==> config.mk <==
export PLATFORM = sky130hd
export DESIGN_NAME = line_burst_responder
export DESIGN_NICKNAME = d
export VERILOG_FILES = /design/src/rtl/burst_pkg.sv /design/src/rtl/line_burst_responder.sv
export SDC_FILE = /design/constraint.sdc
export NUM_CORES = 1
export LEC_CHECK = 0
export CORE_AREA = 2 2 278 280
export DETAILED_ROUTE_END_ITERATION = 7
export DIE_AREA = 0 0 280 282
export PLACE_DENSITY_LB_ADDON = 0.15
export SLEW_MARGIN = 20
export SYNTH_ARGS = -nofsm -noshare
export SYNTH_HDL_FRONTEND = slang
export SYNTH_SLANG_ARGS = --single-unit
==> constraint.sdc <==
create_clock -name clk -period 3.2 [get_ports clk]
set_input_delay 0.32 -clock clk [delete_from_list [all_inputs] [get_ports clk]]
set_output_delay 0.32 -clock clk [all_outputs]
set_load 0.1 [all_outputs]
==> src/rtl/burst_pkg.sv <==
// Shared types and constants for the line-to-beat burst responder.
package burst_pkg;

  localparam int S_OFFSET   = 5;
  localparam int S_LINE     = 256;
  localparam int S_BEAT     = 64;
  localparam int N_BEATS    = S_LINE / S_BEAT;
  localparam int BEAT_IDX_W = 2;
  localparam int ADDR_W     = 32;

  typedef enum logic [1:0] {
    IDLE,
    RBURST,
    WBURST,
    RESP
  } burst_state_t;

  typedef logic [BEAT_IDX_W-1:0] beat_idx_t;

  localparam beat_idx_t LAST_BEAT = beat_idx_t'(N_BEATS - 1);

  // Byte offset within a line; cleared to form the burst address.
  localparam logic [ADDR_W-1:0] OFFSET_MASK = ADDR_W'((1 << S_OFFSET) - 1);

  // Line-align an address by clearing the offset bits.
  function automatic logic [ADDR_W-1:0] line_align(input logic [ADDR_W-1:0] addr);
    return addr & ~OFFSET_MASK;
  endfunction

endpackage

==> src/rtl/line_burst_responder.sv <==
// Responder for 256-bit line requests, performed as 4-beat 64-bit bursts.
// Read beats are packed into a line (beat 0 in the LSBs); write lines are
// sent out beat by beat. One request at a time; completion is a one-cycle
// pmem_resp pulse. All outputs come from registers or decoded state.
module line_burst_responder
  import burst_pkg::*;
(
  input  logic                clk,
  input  logic                rst,
  // line-side request port
  input  logic                pmem_read,
  input  logic                pmem_write,
  input  logic [ADDR_W-1:0]   pmem_address,
  input  logic [S_LINE-1:0]   pmem_wdata,
  output logic [S_LINE-1:0]   pmem_rdata,
  output logic                pmem_resp,
  // narrow burst memory port
  output logic                mem_read,
  output logic                mem_write,
  output logic [ADDR_W-1:0]   mem_address,
  output logic [S_BEAT-1:0]   mem_wdata,
  input  logic [S_BEAT-1:0]   mem_rdata,
  input  logic                mem_resp
);

  burst_state_t        state_reg, state_next;
  beat_idx_t           beat_reg,  beat_next;
  logic [ADDR_W-1:0]   addr_reg,  addr_next;
  logic [S_LINE-1:0]   wline_reg, wline_next;
  logic [S_LINE-1:0]   rline_reg, rline_next;

  // State and datapath registers; reset abandons any burst in flight.
  always_ff @(posedge clk) begin
    if (rst) begin
      state_reg <= IDLE;
      beat_reg  <= '0;
      addr_reg  <= '0;
      wline_reg <= '0;
      rline_reg <= '0;
    end else begin
      state_reg <= state_next;
      beat_reg  <= beat_next;
      addr_reg  <= addr_next;
      wline_reg <= wline_next;
      rline_reg <= rline_next;
    end
  end

  // Next-state: accept a request in IDLE (write has priority), advance one
  // beat per mem_resp, leave the burst after the last beat.
  always_comb begin
    state_next = state_reg;
    beat_next  = beat_reg;
    addr_next  = addr_reg;
    wline_next = wline_reg;
    rline_next = rline_reg;

    unique case (state_reg)
      IDLE: begin
        if (pmem_write) begin
          state_next = WBURST;
          addr_next  = line_align(pmem_address);
          wline_next = pmem_wdata;
          beat_next  = '0;
        end else if (pmem_read) begin
          state_next = RBURST;
          addr_next  = line_align(pmem_address);
          beat_next  = '0;
        end
      end

      RBURST: begin
        // mem_resp low is a wait state: nothing moves.
        if (mem_resp) begin
          rline_next[beat_reg*S_BEAT +: S_BEAT] = mem_rdata;
          beat_next = beat_reg + 1'b1;
          if (beat_reg == LAST_BEAT) begin
            state_next = RESP;
          end
        end
      end

      WBURST: begin
        if (mem_resp) begin
          beat_next = beat_reg + 1'b1;
          if (beat_reg == LAST_BEAT) begin
            state_next = RESP;
          end
        end
      end

      RESP: begin
        // Requests still held here belong to the finished transfer.
        state_next = IDLE;
      end

      default: begin
        state_next = IDLE;
      end
    endcase
  end

  // Output decode: strobes and completion from state, data from registers.
  assign mem_read    = (state_reg == RBURST);
  assign mem_write   = (state_reg == WBURST);
  assign pmem_resp   = (state_reg == RESP);
  assign mem_address = addr_reg;
  assign mem_wdata   = wline_reg[beat_reg*S_BEAT +: S_BEAT];
  assign pmem_rdata  = rline_reg;

endmodule

* Word level (Yosys, flattened, before mapping) *
Cells that the tools add are included.

storage, ports and cells
  register bits after elaboration = 548
  output and inout bits = 355
  word-level logic and storage cells = 38

operators by class
  add/subtract/negate cells = 2
  eq/ne operators = 7
  shift operators = 3
  multiplexer cells = 12
  reductions and logical operators = 9

operators with widths
  cell                                                                       number
  256-bit bitwise mux                                                        1
  64-bit by 34-bit variable shift with 256-bit output, first input constant  1
  256-bit by 9-bit indexed part select with 64-bit output                    1
  64-bit by 34-bit indexed part select with 256-bit output                   1
  32-bit two-way mux                                                         2
  8-bit negation with 34-bit output                                          1
  2-bit two-way mux                                                          7
  2-bit equality test, second input constant                                 3
  2-bit one-hot mux with 3 select lines                                      1
  2-bit AND reduction                                                        3
  3-bit AND reduction                                                        2
  2-bit by 1-bit != test with 1-bit output, second input constant            2
  2-bit one-hot mux with 2 select lines                                      1
  2-bit nonzero test                                                         2
  3-bit != test, second input constant                                       1
  2-bit by 1-bit adder with 2-bit output, second input constant              1
  2-bit by 1-bit equality test with 1-bit output, second input constant      1
  2-bit zero test                                                            1
  2-bit OR reduction                                                         1

* Longest topological paths before layout *
Gate-level depths: netlist (run 1).

  word-level depth = 4
  mapped depth = 10
  gate-level depth less buffers = 5

* Worst setup path before layout (run 1) *
OpenSTA, ideal clock, no wires.

  path kind = flip-flop to flip-flop
  start = register state_reg[1]
  end = register rline_reg[149] (netlist: pmem_rdata[149])
  data arrival time = 2283 ps
  required time = 3129 ps
  path slack = 846 ps
  stages on the path, launching flop included = 9
  path buffers = 3
  path through = dfxtp_1 inv_1 ha_1 buf_2 and3_1 buf_2 buf_2 nand3_2 a21oi_2

on the way
  longest elaborated chain between the ends = 2

ends and longest elaborated chain
  element                                         line                        text
  start: declaration                              line_burst_responder.sv:26  burst_state_t state_reg, state_next;
  start signal: assignment                        line_burst_responder.sv:41  state_reg <= state_next;
  2-bit by 1-bit equality test with 1-bit output  -
  named net mem_read                              line_burst_responder.sv:18  output logic mem_read,
  2-bit AND reduction (no line)                   -
  end signal: assignment                          line_burst_responder.sv:45  rline_reg <= rline_next;
  end: declaration                                line_burst_responder.sv:30  logic [S_LINE-1:0] rline_reg, rline_next;

The timed path passes the listed nets, and every way through them passes these cells.
A chain may end at the register's enable or synchronous reset.

* Worst setup path in the final report (run 1) *
  start = register beat_reg[1]
  end = output mem_wdata[39]

on the way
  longest elaborated chain between the ends = 1

ends and longest elaborated chain
  element                                                  line                         text
  start: declaration                                       line_burst_responder.sv:27   beat_idx_t beat_reg, beat_next;
  start signal: assignment                                 line_burst_responder.sv:42   beat_reg <= beat_next;
  256-bit by 9-bit indexed part select with 64-bit output  line_burst_responder.sv:108  assign mem_wdata = wline_reg[beat_reg*S_BEAT +: S_BEAT];
  end: declaration                                         line_burst_responder.sv:21   output logic [S_BEAT-1:0] mem_wdata,

No other way between the ends.

==> key figures, run 1 <==
Job
  • Max_cap viols: 0

Timing
  • Final Setup Violations: 0
  • Max Fclk: 372 MHz
  • Fin. max-slew vios: 0
  • RSZ-0062 raised after global routing: false
  • Worst Clk Skew: 0.0136 ns
  • Final min period: 2.69 ns
  • Slew HR: 0.290
  • Setup TNS: 0 ns
  • Fin. Hold Viols: 0
  • Setup ws final: 0.514 ns
  • Period utilisation layout: 0.839
  • Worst-Margin Slew: 1.06 ns

Synth
  • EDFF count, synth: 0
  • Cells after synthesis: 2286
  • Synth Flop Type: dfxtp_1
  • Ys async rst share: 0
  • Post-synth top area share: 0.514
  • Sequential area share after synthesis: 0.514
  • Yosys Warn Count: 0
  • Mean Syn Cell Area: 9.25 um^2
  • Seq cells post-synth: 543
  • Post-synthesis cell type count: 41
  • Synth top area cells: dfxtp_1 51%, nand2_1 12%, a21oi_1 8.0%
  • Cell accounting for the most synthesized area: dfxtp_1
  • Synthesized area: 21200 um^2

Detailed routing
  • DRT Wirelength: 81.0 mm
  • Drt first pass iters: 5
  • Vias per std cell: 4.83
  • Drt initial violations: 1003
  • # DRC: 0
  • Number of routed nets with antenna violations: 0
  • DR WL/cell: 20.7 um
  • DR vias: 19000

Critical path
  • Worst endpoint data arrival time: 2.37 ns
  • CP Launch Type: flip-flop
  • Cell Chain, Critical Path: buf_12, mux4_2, buf_4
  • Required time of the critical path: 2.88 ns
  • Crit-path max cell delay: 0.63 ns
  • CP Max Fanout: 45
  • Crit end category: output pin
  • CP max-delay cell: dfxtp_4
  • Crit path kind: flip-flop to output pin

Finish
  • Layout cells sized above 1: 0.152
  • Area added between synthesis and finish: 45.1%
  • Nets: 3252

Pwr
  • Switching share of power: 0.402
  • Leak Pwr: 0.0108 uW
  • Peak supply drop: 0.000669 V
  • Combinational fraction of design power: 0.364
  • Cell internal pwr: 14300 uW
  • NetSw: 9600 uW
  • Power density cells: 778 nW/um^2
  • Power share of the sequential group: 0.332
  • Clock power frac: 0.304

Placed design
  • IO buf count: 701
  • Final HPWL DP: 56.9 mm
  • Pre-CTS setup slack: 0.743 ns
  • Placer Congestion: 0.806

Die
  • Core Region: 75700 um^2
  • Starting density of the core: 0.279
  • # rows: 101
  • Die area: 79000 um^2
  • Die height: 282 um
  • Chip width: 280 um
  • IO Count: 712

Clocking
  • Clock Sink Count: 543
  • Post-CTS sizing: 0
  • Root Driver: clkbuf_16
  • H-Tree Depth: 2
  • TritonCTS clock tree: done
  • CTS clock-pin slew for the worst setup and hold paths: 0.06 ns
  • CTS buffer count: 61
  • Clock buffer depth: 3
  • Post-CTS repair timing setup buffer count: 0
  • Hold_buf cts: 0
  • Clk Latency, worst-skew pair: 0.63 ns

Hold path
  • Hold Crit Class: input port to flip-flop

GRT
  • Global-route wire length before repair: 119 mm
  • Vias in the first global route: 18900
  • Number of antenna violations at the first check in global routing: 22
  • Largest net degree at the start of global routing: 127
  • Gr usage total: 0.196
  • Grt ovf: 0

Status
  • Status: completed
## per-stage QoR
step | std cells | power (uW) | utilization | cell area, um^2 | hold slack (ns)
2_1_floorplan | 2290 | 14400 | - | 21200 | 0.433
3_3_place_gp | 3798 | 16700 | 0.377 | 28600 | 0.439
3_5_place_dp | 3798 | 16800 | 0.377 | 28600 | 0.443
4_1_cts | 3914 | 24200 | 0.405 | 30700 | 0.130
5_1_grt | 3918 | 25000 | 0.405 | 30700 | 0.145
6_report | 3923 | 23900 | 0.405 | 30700 | 0.147
## path summary, 6_finish.rpt
check                 startpoint               to  slack (ns)  cells after the start
setup / recovery     beat_reg[1]    mem_wdata[39]        0.51                      3
hold / removal               rst    pmem_rdata[3]        0.15                      2
setup reg to reg     beat_reg[1]  pmem_rdata[200]        0.80                      6
hold reg to reg   pmem_rdata[81]   pmem_rdata[81]        0.45                      2
## cells in the mapped netlist, types with 2 or more instances
cell type	count
o311ai_0	2
dfxtp_1	543
and4bb_1	2
a32oi_1	77
clkbuf_1	87
nand3_2	60
ha_1	12
buf_12	6
buf_1	9
nor2b_1	2
nand2_1	685
o21ai_0	2
inv_1	5
a21oi_1	339
nand3_1	59
and4_1	2
a22o_1	64
nand2b_1	2
mux4_2	64
buf_4	39
buf_6	12
nor2_1	77
buf_2	57
and3_1	3
a21oi_2	60
## cells in the final DEF, fill, tap and decap left out, types with 56 or more instances in the layout
master | Yosys | final
nand2_1 | 685 | 684
clkdlybuf4s50_1 | 0 | 598
dfxtp_1 | 543 | 541
a21oi_1 | 339 | 339
buf_4 | 39 | 120
a32oi_1 | 77 | 77
nor2_1 | 77 | 77
mux4_2 | 64 | 64
a22o_1 | 64 | 64
nand3_2 | 60 | 63
clkbuf_16 | 0 | 62
a21oi_2 | 60 | 60
nand3_1 | 59 | 56
## layout make-up
class                   instances  area [um^2]
diodes                          9         22.5
clock buffers                  93         1850
clock inverters                23          254
fillers                      7551        45000
inverters                       5         18.8
multi-input cells            1532         9120
flip-flops and latches        543        10900
well taps                     978         1220
repair buffers                740         7320
## worst max-delay path: cells and delay by family (launching register included)
family / cells / cell delay [ns]
buffers and inverters: 2 / 0.64
DFF: 1 / 0.63
muxes: 1 / 0.43
## metal layers
metal,global-route usage,vias to the layer above,routed length (um)
met3,0.0624,143,6360
li1,-,9083,-
met5,0,-,147
met2,0.345,592,40600
met1,0.225,9119,31600
met4,0.0624,22,2360
## power groups by stage
stage / Combinational, uW / Sequential, uW / Clock, uW
final: 8680 / 7920 / 7260
after global routing: 9220 / 8010 / 7730
after CTS: 8800 / 7920 / 7470
after detailed placement: 8780 / 8070 / 0
after global placement: 8710 / 8030 / 0
after floorplan: 5340 / 9100 / 0
## logic make-up (layout without fill, tap and decap cells)
group                    after synthesis  after routing  synth area share
buffers and inverters                215            861            0.0573
adder cells (fa/ha/maj)               12             12           0.00710
flip-flops                           543            543             0.514
AND/OR/NAND/NOR                      899            899             0.185
AO/OA/AOI/OAI                        552            552             0.168
other                                  1             14          0.000177
multiplexers                          64             64            0.0681
(Power assumes the default switching activity.)
==> run 2: changes to the inputs <==
Settings changed: CORE_AREA 2 2 278 280 to 2 2 275 277, DIE_AREA 0 0 280 282 to 0 0 277 279.
Clock period 3.2 ns to 2.43 ns, I/O delays scaled along.
==> key figures, run 2 (synthesis results as in run 1) <==
Detailed routing
  • Vias per std cell: 4.85
  • DR WL/cell: 20.5 um
  • Number of routed nets with antenna violations: 0
  • Drt first pass iters: 5
  • DRT Wirelength: 80.7 mm
  • DR vias: 19000
  • Drt initial violations: 901
  • # DRC: 0

Timing
  • Worst-Margin Slew: 0.879 ns
  • Fin. max-slew vios: 0
  • Final Setup Violations: 0
  • Max Fclk: 424 MHz
  • Hold_ws: 0.192 ns
  • Slew HR: 0.414
  • Fin. Hold Viols: 0
  • Period utilisation layout: 0.972
  • Worst Clk Skew: 0.0171 ns
  • RSZ-0062 raised after global routing: true
  • Final min period: 2.36 ns

Finish
  • Most common cell after layout, fill and taps aside: nand2_1
  • Nets: 3268
  • Non-Filler Instances: 3929
  • Area added between synthesis and finish: 47.0%
  • Most frequent cells in the layout: 684 x nand2_1, 541 x dfxtp_1, 350 x clkdlybuf4s50_1
  • Layout cells sized above 1: 0.238

Pwr
  • Peak supply drop: 0.00103 V
  • Power density cells: 1060 nW/um^2
  • Leak Pwr: 0.0116 uW

GRT
  • Grt ovf: 0
  • Largest net degree at the start of global routing: 130
  • Global-route wire length before repair: 118 mm
  • Vias in the first global route: 19000
  • Number of antenna violations at the first check in global routing: 30
  • Gr usage total: 0.199

Clocking
  • CTS buffer count: 66
  • Clock Sink Count: 543
  • H-Tree Depth: 3
  • Clock buffer depth: 3
  • Root Driver: clkbuf_16
  • Clk Latency, worst-skew pair: 0.59 ns
  • TritonCTS clock tree: done
  • CTS clock-pin slew for the worst setup and hold paths: 0.06 ns

Die
  • Chip width: 277 um
  • # rows: 100
  • Starting density of the core: 0.286
  • Core Region: 74100 um^2
  • Die area: 77300 um^2
  • Die height: 279 um
  • IO Count: 712

Critical path
  • Worst endpoint data arrival time: 2.12 ns
  • Crit end category: output pin
  • Required time of the critical path: 2.19 ns
  • CP Max Fanout: 14
  • Worst R2R Path Depth: 7
  • CP Launch Type: flip-flop
  • Crit path kind: flip-flop to output pin

Placed design
  • IO buf count: 701
  • Placed cells: 3793
  • Placer Congestion: 0.845
  • Final HPWL DP: 56.3 mm

Hold path
  • Hold Crit Depth: 3
  • Hold Crit Class: input port to flip-flop

Status
  • Status: completed

Job
  • Max_cap viols: 0
-- run 2: changes by cell type in the layout (fill, tap and decap cells not counted), sizes merged --
cell           previous run  this run
bufbuf                    0         1
bufinv                    4         3
dlygate4sd3               0         1
diode                     9        14
buf                     142       398
clkbuf                   93        99
clkinv                   15        10
clkdlybuf4s50           598       350
-- run 2: final timing paths --
check | startpoint | to | slack [ns]
max | beat_reg[0] | mem_wdata[17] | 0.07
min | pmem_wdata[110] | wline_reg[110] | 0.19
max reg2reg | beat_reg[0] | pmem_rdata[237] | 0.25
min reg2reg | pmem_rdata[81] | pmem_rdata[81] | 0.45
-- run 2: final cells by class --
cell class,instances,area [um^2]
Tap cell,969,1210
Fill cell,7334,43000
Clock inverter,17,209
Inverter,5,18.8
Timing Repair Buffer,751,7670
Clock buffer,98,1960
Sequential cell,543,10900
Multi-Input combinational cell,1532,9120
Antenna cell,14,35.0
-- run 2: repair_timing --
item | CTS | global route
cloned | 2 | 1
pin swaps | 0 | 0
endpoints found under the setup margin | 43 | 30
hold endpoints to repair | 21 | 0
setup buffers | 2 | 2
hold buffers | 1 | 0
resized for setup | 3 | 1
-- run 2: metal layers --
layer / track usage / share of wire / vias up
li1: - / - / 9116
met1: 0.221 / 0.38 / 9087
met2: 0.348 / 0.50 / 635
met3: 0.0708 / 0.085 / 167
met4: 0.0764 / 0.032 / 34
met5: 0 / 0.0027 / -
-- run 2: power by group --
| group | total (uW) | switching [uW] | internal (uW) |
|---|---|---|---|
| sequential | 10400 | 532 | 9900 |
| combinational | 12600 | 8480 | 4120 |
| clock | 9850 | 3940 | 5920 |
-- run 2: critical path, cell delays in order, from the launching register on --
cell and delay [ns]:
dfxtp_4 0.43, bufbuf_16 0.35, mux4_2 0.55, buf_12 0.19
-- run 2: through the flow --
step,instance area (um^2),TNS [ns],setup WS (ns),util,power (uW)
floorplan,21200,0,0.0759,-,19000
global placement,28800,0,0.393,0.388,22900
detailed placement,28800,0,0.352,0.388,23100
CTS,31000,-1.33,-0.0835,0.419,33300
global route,31100,-0.430,-0.0314,0.420,34400
finish,31100,0,0.0691,0.420,32900
==> run 3: changes to the inputs <==
Settings changed: TNS_END_PERCENT from default to 1.
==> key figures, run 3 (synthesis results as in run 1) <==
Status
  • Status: completed

Placed design
  • Pre-CTS setup slack: 0.352 ns
  • Placed instance area: 28800 um^2
  • IO buf count: 701
  • Final HPWL DP: 56.3 mm
  • Placer Congestion: 0.845

Detailed routing
  • Number of routed nets with antenna violations: 0
  • DR vias: 19100
  • Vias per std cell: 4.84
  • DRT Wirelength: 81.6 mm
  • DR WL/cell: 20.8 um
  • Drt initial violations: 884
  • Drt first pass iters: 5
  • # DRC: 0

Critical path
  • Crit end category: output pin
  • CP Launch Type: flip-flop
  • CP Max Fanout: 10
  • Crit path kind: flip-flop to output pin
  • Worst endpoint data arrival time: 2.12 ns
  • Required time of the critical path: 2.19 ns

GRT
  • Grt ovf: 0
  • GR peak layer: met2
  • Number of antenna violations at the first check in global routing: 30
  • Largest net degree at the start of global routing: 130
  • Vias in the first global route: 19000
  • M1 GR Usage: 0.220
  • GRT met2 Usage: 0.347
  • Global-route wire length before repair: 118 mm
  • Gr usage total: 0.198
  • GRT met3 Usage: 0.0705

Clocking
  • H-Tree Depth: 3
  • CTS buffer count: 66
  • TritonCTS clock tree: done
  • Clk Latency, worst-skew pair: 0.59 ns
  • Clock Sink Count: 543
  • CTS clock-pin slew for the worst setup and hold paths: 0.06 ns
  • Root Driver: clkbuf_16
  • Clock buffer depth: 3

Job
  • Max_cap viols: 0

Die
  • IO Count: 712
  • Starting density of the core: 0.286
  • Die height: 279 um
  • Core Region: 74100 um^2
  • # rows: 100
  • Chip width: 277 um
  • Die area: 77300 um^2

Finish
  • Layout cells sized above 1: 0.239
  • Most common cell after layout, fill and taps aside: nand2_1
  • Area added between synthesis and finish: 47.4%
  • Fill count: 7342
  • Nets: 3272
  • Design area: 31200 um^2
  • Most frequent cells in the layout: 684 x nand2_1, 541 x dfxtp_1, 350 x clkdlybuf4s50_1

Timing
  • Period utilisation layout: 0.973
  • Max Fclk: 423 MHz
  • Setup ws final: 0.0664 ns
  • Fin. max-slew vios: 0
  • Fin. Hold Viols: 0
  • Final Setup Violations: 0
  • Worst Clk Skew: 0.0180 ns
  • Slew HR: 0.421
  • Final min period: 2.36 ns
  • Worst-Margin Slew: 0.869 ns
  • RSZ-0062 raised after global routing: true

Pwr
  • Peak supply drop: 0.000932 V
  • Power density cells: 1070 nW/um^2
  • Leak Pwr: 0.0117 uW

Hold path
  • Hold Crit Class: input port to flip-flop
run 3: final cells by class:
type	count	area [um^2]	area share
flip-flops and latches	543	10900	0.349
multi-input cells	1532	9120	0.293
well taps	969	1210	0.0389
diodes	14	35.0	0.00112
repair buffers	755	7740	0.248
clock buffers	98	1960	0.0627
inverters	5	18.8	0.000602
clock inverters	17	209	0.00670
run 3: report_power, final:
part | switching, uW | internal (uW)
combinational | 8700 | 4240
clock | 3930 | 5920
sequential | 553 | 9900
run 3: final timing paths:
check / start / to / slack [ns] / cells past startpoint
worst max-delay path: beat_reg[0] / mem_wdata[41] / 0.07 / 3
worst min-delay path: pmem_wdata[110] / wline_reg[110] / 0.19 / 3
worst max register to register: beat_reg[0] / pmem_rdata[237] / 0.12 / 7
worst min register to register: wline_reg[163] / wline_reg[163] / 0.45 / 2
run 3: critical path, cell delays in order (launching register included):
cell and delay (ns):
dfxtp_4 0.50, buf_16 0.20, mux4_2 0.61, buf_12 0.21
run 3: timing repair:
item,CTS,global route
resized for setup,3,6
pin swaps,0,0
hold buffers,1,0
setup endpoints to repair,43,51
gates cloned,1,4
buffers inserted,0,5
endpoints found under the hold margin,21,0
run 3: through the flow:
stage / power [uW] / cells / TNS [ns] / util / hold slack, ns
3_5_place_dp: 23100 / 3793 / 0 / 0.388 / 0.444
2_1_floorplan: 19000 / 2290 / 0 / - / 0.369
5_1_grt: 34700 / 3927 / -0.390 / 0.421 / 0.177
3_3_place_gp: 22900 / 3793 / 0 / 0.388 / 0.438
6_report: 33200 / 3933 / 0 / 0.421 / 0.192
4_1_cts: 33200 / 3910 / -2.11 / 0.418 / 0.147
run 3: metal layers:
layer | part of all wire | vias to the layer above
li1 | - | 9127
met1 | 0.38 | 9099
met3 | 0.083 | 167
met4 | 0.032 | 34
met2 | 0.50 | 628
met5 | 0.0026 | -
